`config.mk`:
```
export PLATFORM = sky130hd
export DESIGN_NAME = pc_field_unit
export DESIGN_NICKNAME = d
export VERILOG_FILES = /design/src/rtl/pc_field_unit.sv
export SDC_FILE = /design/constraint.sdc
export NUM_CORES = 1
export LEC_CHECK = 0
export ABC_CLOCK_PERIOD_IN_PS = 6400
export BUFFER_PORTS_ARGS = -buffer_cell sky130_fd_sc_hd__buf_2
export CORE_ASPECT_RATIO = 1.1
export CORE_MARGIN = 2
export CORE_UTILIZATION = 54
export CTS_CLUSTER_DIAMETER = 200
export DETAILED_ROUTE_END_ITERATION = 10
export PLACE_DENSITY = 0.86
export SETUP_SLACK_MARGIN = 0.5
export SYNTH_ARGS = -nofsm -noshare
export SYNTH_HDL_FRONTEND = slang
export SYNTH_SLANG_ARGS = --single-unit
```
`constraint.sdc`:
```
create_clock -name clk -period 6.4 [get_ports clk]
set_clock_uncertainty 0.1 [all_clocks]
set_input_delay 0.32 -clock clk [delete_from_list [all_inputs] [get_ports clk]]
set_output_delay 0.32 -clock clk [all_outputs]
set_load 0.01 [all_outputs]
```
`src/rtl/pc_field_unit.sv`:
```
// Program counter plus IF/IB/DF/SF field registers for a PDP-8/e style CPU.
// Optional jump-history buffer is built only when PC_HIST_EN is defined.
module pc_field_unit #(
    parameter int                        WIDTH      = 12,
    parameter int                        PAGE_BITS  = 7,
    parameter int                        FIELD_BITS = 3,
    parameter logic [WIDTH-1:0]          RESET_PC   = 12'o0200,
    parameter logic [WIDTH-1:0]          INT_VECTOR = 12'o0001,
    parameter int                        HIST_DEPTH = 8
) (
    input  logic                              clk,
    input  logic                              reset,
    input  logic                              cmd_valid,
    input  logic [2:0]                        cmd,
    input  logic                              page_bit,
    input  logic [PAGE_BITS-1:0]              offset,
    input  logic [WIDTH-1:0]                  ld_addr,
    input  logic                              field_wr,
    input  logic [1:0]                        field_op,
    input  logic [FIELD_BITS-1:0]             field_val,
    output logic [WIDTH-1:0]                  pc,
    output logic [FIELD_BITS-1:0]             ifld,
    output logic [FIELD_BITS-1:0]             ib,
    output logic [FIELD_BITS-1:0]             dfld,
    output logic [2*FIELD_BITS-1:0]           sf,
    output logic                              int_inhibit,
    input  logic [$clog2(HIST_DEPTH)-1:0]     hist_idx,
    output logic [FIELD_BITS+WIDTH-1:0]       hist_data,
    output logic [$clog2(HIST_DEPTH):0]       hist_count
);
    localparam int HIST_AW = $clog2(HIST_DEPTH);

    localparam logic [2:0] CMD_INC  = 3'd1;
    localparam logic [2:0] CMD_SKIP = 3'd2;
    localparam logic [2:0] CMD_JMPD = 3'd3;
    localparam logic [2:0] CMD_LOAD = 3'd4;
    localparam logic [2:0] CMD_JMS  = 3'd5;
    localparam logic [2:0] CMD_INTR = 3'd6;

    localparam logic [1:0] FOP_CDF  = 2'd0;
    localparam logic [1:0] FOP_CIF  = 2'd1;
    localparam logic [1:0] FOP_BOTH = 2'd2;
    localparam logic [1:0] FOP_RMF  = 2'd3;

    logic [WIDTH-1:0]        pc_q,   pc_d;
    logic [FIELD_BITS-1:0]   ifld_q, ifld_d;
    logic [FIELD_BITS-1:0]   ib_q,   ib_d;
    logic [FIELD_BITS-1:0]   dfld_q, dfld_d;
    logic [2*FIELD_BITS-1:0] sf_q,   sf_d;
    logic                    inh_q,  inh_d;
    logic                    is_jump;
    logic                    is_intr;

    assign is_jump = cmd_valid && (cmd == CMD_JMPD || cmd == CMD_LOAD || cmd == CMD_JMS);
    assign is_intr = cmd_valid && (cmd == CMD_INTR);

    always_comb begin
        pc_d   = pc_q;
        ifld_d = ifld_q;
        ib_d   = ib_q;
        dfld_d = dfld_q;
        sf_d   = sf_q;
        inh_d  = inh_q;

        if (cmd_valid) begin
            case (cmd)
                CMD_INC:  pc_d = pc_q + WIDTH'(1);
                CMD_SKIP: pc_d = pc_q + WIDTH'(2);
                CMD_JMPD: pc_d = page_bit ? {pc_q[WIDTH-1:PAGE_BITS], offset}
                                          : {{(WIDTH-PAGE_BITS){1'b0}}, offset};
                CMD_LOAD: pc_d = ld_addr;
                CMD_JMS:  pc_d = ld_addr + WIDTH'(1);
                CMD_INTR: pc_d = INT_VECTOR;
                default:  pc_d = pc_q;
            endcase
        end

        // Deferred field transfer: IF picks up the IB value held before any
        // field op in this same cycle rewrites IB.
        if (is_jump) begin
            ifld_d = ib_q;
            inh_d  = 1'b0;
        end

        if (is_intr) begin
            sf_d   = {ifld_q, dfld_q};
            ifld_d = '0;
            ib_d   = '0;
            dfld_d = '0;
            inh_d  = 1'b0;
        end else if (field_wr) begin
            case (field_op)
                FOP_CDF:  dfld_d = field_val;
                FOP_CIF: begin
                    ib_d  = field_val;
                    inh_d = 1'b1;
                end
                FOP_BOTH: begin
                    dfld_d = field_val;
                    ib_d   = field_val;
                    inh_d  = 1'b1;
                end
                FOP_RMF: begin
                    ib_d   = sf_q[2*FIELD_BITS-1:FIELD_BITS];
                    dfld_d = sf_q[FIELD_BITS-1:0];
                    inh_d  = 1'b1;
                end
                default: ;
            endcase
        end
    end

    always_ff @(posedge clk) begin
        if (reset) begin
            pc_q   <= RESET_PC;
            ifld_q <= '0;
            ib_q   <= '0;
            dfld_q <= '0;
            sf_q   <= '0;
            inh_q  <= 1'b0;
        end else begin
            pc_q   <= pc_d;
            ifld_q <= ifld_d;
            ib_q   <= ib_d;
            dfld_q <= dfld_d;
            sf_q   <= sf_d;
            inh_q  <= inh_d;
        end
    end

    assign pc          = pc_q;
    assign ifld        = ifld_q;
    assign ib          = ib_q;
    assign dfld        = dfld_q;
    assign sf          = sf_q;
    assign int_inhibit = inh_q;

`ifdef PC_HIST_EN
    logic [FIELD_BITS+WIDTH-1:0] hist_mem [HIST_DEPTH];
    logic [HIST_AW-1:0]          wr_ptr_q, wr_ptr_d;
    logic [HIST_AW:0]            cnt_q,    cnt_d;
    logic [HIST_AW-1:0]          rd_ptr;
    logic                        hist_wr;

    assign hist_wr = is_jump || is_intr;

    always_comb begin
        wr_ptr_d = wr_ptr_q;
        cnt_d    = cnt_q;
        if (hist_wr) begin
            wr_ptr_d = wr_ptr_q + HIST_AW'(1);
            if (cnt_q != (HIST_AW+1)'(HIST_DEPTH))
                cnt_d = cnt_q + (HIST_AW+1)'(1);
        end
    end

    always_ff @(posedge clk) begin
        if (reset) begin
            wr_ptr_q <= '0;
            cnt_q    <= '0;
        end else begin
            wr_ptr_q <= wr_ptr_d;
            cnt_q    <= cnt_d;
        end
    end

    // Storage carries no reset so it can map onto distributed RAM.
    always_ff @(posedge clk) begin
        if (hist_wr && !reset)
            hist_mem[wr_ptr_q] <= {ifld_q, pc_q};
    end

    // Newest entry sits one slot behind the write pointer.
    assign rd_ptr     = wr_ptr_q - HIST_AW'(1) - hist_idx;
    assign hist_data  = ({1'b0, hist_idx} < cnt_q) ? hist_mem[rd_ptr] : '0;
    assign hist_count = cnt_q;
`else
    logic unused_hist_idx;
    assign unused_hist_idx = ^hist_idx;
    assign hist_data       = '0;
    assign hist_count      = '0;
`endif

endmodule

```
After elaboration in Yosys (flattened, before gate mapping)
Index checks and enable logic that the tools add are counted.
Cells by class
  add/subtract/negate cells: 3
  equal/unequal tests: 10
  mux-type cells: 7
  reduce and logical (&&, ||, !) cells: 16
Operator list (number)
  $pmux W12 S6: 1
  $add A12 B1 Y12 const B: 2
  $add A12 B2 Y12 const B: 1
  $mux W12: 1
  $pmux W3 S2: 2
  $eq A3 B3 Y1 const B: 3
  $eq A3 B2 Y1 const B: 2
  $reduce_and A2 Y1: 3
  $reduce_bool A6 Y1: 1
  $reduce_or A2 Y1: 3
  $eq A2 B2 Y1 const B: 2
  $reduce_bool A2 Y1: 2
  $eq A3 B1 Y1 const B: 1
  $mux W1: 3
  $reduce_and A3 Y1: 1
  $reduce_or A3 Y1: 1
  $eq A2 B1 Y1 const B: 1
  $logic_and A1 B1 Y1: 2
  $logic_not A2 Y1: 1
  $logic_or A1 B1 Y1: 2
  $ne A2 B2 Y1 const B: 1
Word-level totals
  bits in registers: 28
  logic and storage cells: 43

Depth between registers and ports, before layout
  depth after elaboration: 7
  gate-level depth with buffers: 13

Worst setup path after synthesis
No wires, ideal clock.
  path type: input to register
  from: in cmd[2]
  to: reg pc_q[8] (netlist: pc[8])
  arrival: 2096 ps
  required time: 6226 ps
  slack: 4130 ps
  stages: 12
  buffers on the path: 4
  path through: buf_6 and3b_1 buf_6 buf_8 nand2_1 nand2_1 ha_1 clkbuf_1 nand2_1 nor4_1 or4_1 a31oi_1
On the way
  word-level cells in the longest chain between the ends: 3
  elaborated cells on any way between the ends: 10
  classes of those cells: eq/ne: 7; mux: 1; reduce/logical: 2
RTL lines
  start: declaration: RTL line 14  | input logic [2:0] cmd,
  $eq A3 B2 Y1 (tied with other cells): RTL line 66  | case (cmd)
  $reduce_bool A6 Y1 (no line) or $ne A2 B2 Y1 (tied branches)
  $reduce_and A3 Y1 (no line)
  end signal: assignment: RTL line 122  | pc_q <= pc_d;
  end: declaration: RTL line 45  | logic [WIDTH-1:0] pc_q, pc_d;
Parallel ways exist; a longest one is shown, timed or not.
A chain may end at the register's enable or synchronous reset.

Worst setup path after layout
  from: in cmd[2]
  to: reg pc_q[4] (netlist: pc[4])
On the way
  word-level cells in the longest chain between the ends: 3
  elaborated cells on any way between the ends: 9
  classes of those cells: eq/ne: 6; mux: 1; reduce/logical: 2
RTL lines (RTL line)
  $eq A3 B2 Y1 (tied with other cells): 66
  $reduce_bool A6 Y1 (no line)
  $reduce_and A2 Y1 (no line)
Parallel ways exist; a longest one is shown, timed or not.

==> flow_summary.yaml <==
floorplan:
  dieHeight_um: 72.6
  io_pins: 82
  core_mm2: 0.00402
  rows: 24
  initial_core_util_pct: 57.4
  fp.dieArea_mm2: 0.00482
  die_w_um: 66.4
grt:
  antenna_found_initial: 0
  gr-usage-met2_pct: 46.0
  busiest_layer: "met2"
  grt_pass1_wl_mm: 10.5
  overflow: 0
  grt_usage_pct: 27.6
  grt_use_met3_pct: 5.86
  grt_max_degree: 29
  met1_usage_pct: 33.7
  first_global_vias: 2290
critical_path:
  cp.arrival_ns: 2.77
  crit_family: "simple AND/OR/NAND/NOR gates"
  path_class: "input pin to register"
  crit_cells: 10
  crit_required_ns: 6.47
  cp_slowest_cell: "and3b_1"
  worstPathCellList: "buf_2 -> and3b_1 -> nand2_1 -> nand2_1 -> ha_1 -> nand3_1 -> xor2_1 -> nand2_1 -> a31oi_1 -> nor2_1"
  worstPathMaxFanout: 28
  crit_top_cell: "nand2_1"
  cpPeakStageDelay_ns: 0.75
  end_kind: "register"
  worstPathBufferInverterCount: 1
  reg2reg_depth: 8
  critPathLaunchType: "input pin"
power:
  p_leak_nw: 1.15
  power_frac_clock_pct: 31.7
  switching_share_pct: 32.6
  irDropWorstVdd_uv: 156
  p_int_mw: 0.313
  pwr-share-comb_pct: 25.1
  power.switching_mw: 0.152
  powerDensity_mw_per_mm2: 183
  seqPwrFrac_pct: 43.2
clocking:
  cts_buffers: 3
  cts_max_level: 1
  post_cts_buffers: 0
  cts_root_buffer: "clkbuf_8"
  cts.repair.resized: 0
  cts_tree: "done"
  clk_pin_slew_ns: 0.12
  clk_path_buf_depth: 2
  cts.sink_count: 28
  cts_hold_buf: 0
  worstSkewPairLatency_ns: 0.29
yosys:
  synth_top_area_share_pct: 24.3
  synth_async_sr_flop_share_pct: 0
  synth-seq-cells: 28
  ys_seq_area_share_pct: 24.3
  synth_edf_count: 0
  synthFlopType: "dfxtp_1"
  synth_area_mm2: 0.00231
  yosysMostFrequentCell: "nor2_1"
  yosys.area.top_type: "dfxtp_1"
  synth_cells: 314
  synth.area.top_cells: "dfxtp_1 (24%), buf_4 (7.2%), mux2i_1 (6.9%)"
  synth.distinct_cells: 55
  yosysWarnings: 0
  synth_area_per_cell_um2: 7.36
  synth_common_cells: "nor2_1 (32), nand2_1 (31), dfxtp_1 (28)"
drt:
  drt_pass1_iterations: 5
  wl_mm: 6.61
  via_per_inst: 6.12
  drtIter0Drc: 268
  drtAntennaViolNets: 0
  vias: 2490
  route.detailed.drc: 0
  wl_per_cell_um: 16.2
worst_hold_path:
  hold_depth: 2
  hp-class: "input pin to register"
layout:
  final_util_pct: 63.2
  fin_cells: 407
  final_layout_size_suffix_gt1_share_pct: 19.7
  nets: 393
  syn_to_final_growth_pct: 10.0
  antenna_cells: 0
  fillCellCount: 388
sta:
  finalSetupViolCount: 0
  post-route-min-period_ns: 2.69
  worstMarginPinSlew_ns: 0.780
  finalCritPeriodShare_pct: 42.1
  rsz0062_at_grt: "false"
  hold_viol_final: 0
  maxSlewHeadroom_pct: 48.0
  report.final.slew_viol_count: 0
  max_freq_ghz: 0.371
  layout_setup_ws_ns: 3.71
  fin_tns_setup_ns: 0
placed_design:
  place.gp.congestion: 0.905
  dp_cells: 403
  port-buffer-count: 59
  place_ws_ns: 3.53
  place_hpwl_mm: 4.65
job:
  maxCapViolations: 0
outcome:
  status: "completed"
==> worst paths after layout <==
kind | from | end | slack, ns
max | cmd[2] | pc[4] | 3.71
min reg2reg | int_inhibit | int_inhibit | 0.38
max reg2reg | pc[1] | pc[4] | 4.39
min | reset | sf[1] | 0.23
==> per-stage QoR <==
stage / cell area, um2 / power, mW / hold slack (ns)
final: 2540 / 0.464 / 0.227
after global routing: 2540 / 0.483 / 0.248
after CTS: 2540 / 0.462 / 0.226
after detailed placement: 2470 / 0.317 / 0.362
after global placement: 2470 / 0.315 / 0.352
after floorplan: 2380 / 0.290 / 0.381
==> logic make-up (layout without fill, tap and decap cells) <==
logic type      after synthesis  in the layout  share of synthesized area, %
other cells                   1             19                         0.162
flops                        28             28                          24.3
buf+inv                      51             74                          13.4
xor+xnor                     18             18                          6.83
simple gates                116            116                          24.7
fa+ha+maj                     2              2                          1.08
compound gates               82             82                          22.6
mux                          16             16                          6.93
==> power by group through the flow <==
stage	clock, mW	sequential (mW)	combinational (mW)
after floorplan	0	0.202	0.0879
after global placement	0	0.203	0.111
after detailed placement	0	0.204	0.114
after CTS	0.148	0.200	0.114
after global routing	0.152	0.202	0.129
final	0.147	0.200	0.117
==> state kept, by name, indices dropped and copies added, names as in the netlist <==
register,cells
dfld,3
sf,6
ifld,3
int_inhibit,1
ib,3
pc,12
==> routing by layer <==
metal	wire, um	share of wire [%]	vias to the layer above
li1	-	-	1168
met5	0	0	-
met2	3180	48	174
met4	237	3.6	0
met1	2480	38	1116
met3	711	11	32
==> layout by cell type (no fill, tap or decap), drive strengths merged, types with 3 or more instances in the layout <==
cell type	instances
buf	59
nor2	32
nand2	32
dfxtp	28
a21oi	24
o21ai	24
conb	19
nand3	17
mux2i	16
xnor2	12
inv	11
nor3	8
nor4	8
xor2	6
a31oi	5
o211ai	4
nand4	4
o221a	4
or4	3
clkbuf	3
==> worst register-to-register path, cell delays in order, from the launching register on <==
cell and delay [ns]:
dfxtp_1 0.53, nand2_1 0.09, nand2_1 0.09, ha_1 0.37, nand3_1 0.15, xor2_1 0.15
nand2_1 0.08, a31oi_1 0.27, nor2_1 0.08
==> layout make-up <==
cell class	instances	area (um2)	share of cell area, %
multi-input cells	253	1510	59.3
flip-flops and latches	28	561	22.1
repair buffers	59	295	11.6
well taps	52	65.1	2.56
clock buffers	3	41.3	1.62
inverters	11	41.3	1.62
clock inverters	1	30.0	1.18
Note: power is estimated with default switching activity, not from simulation.
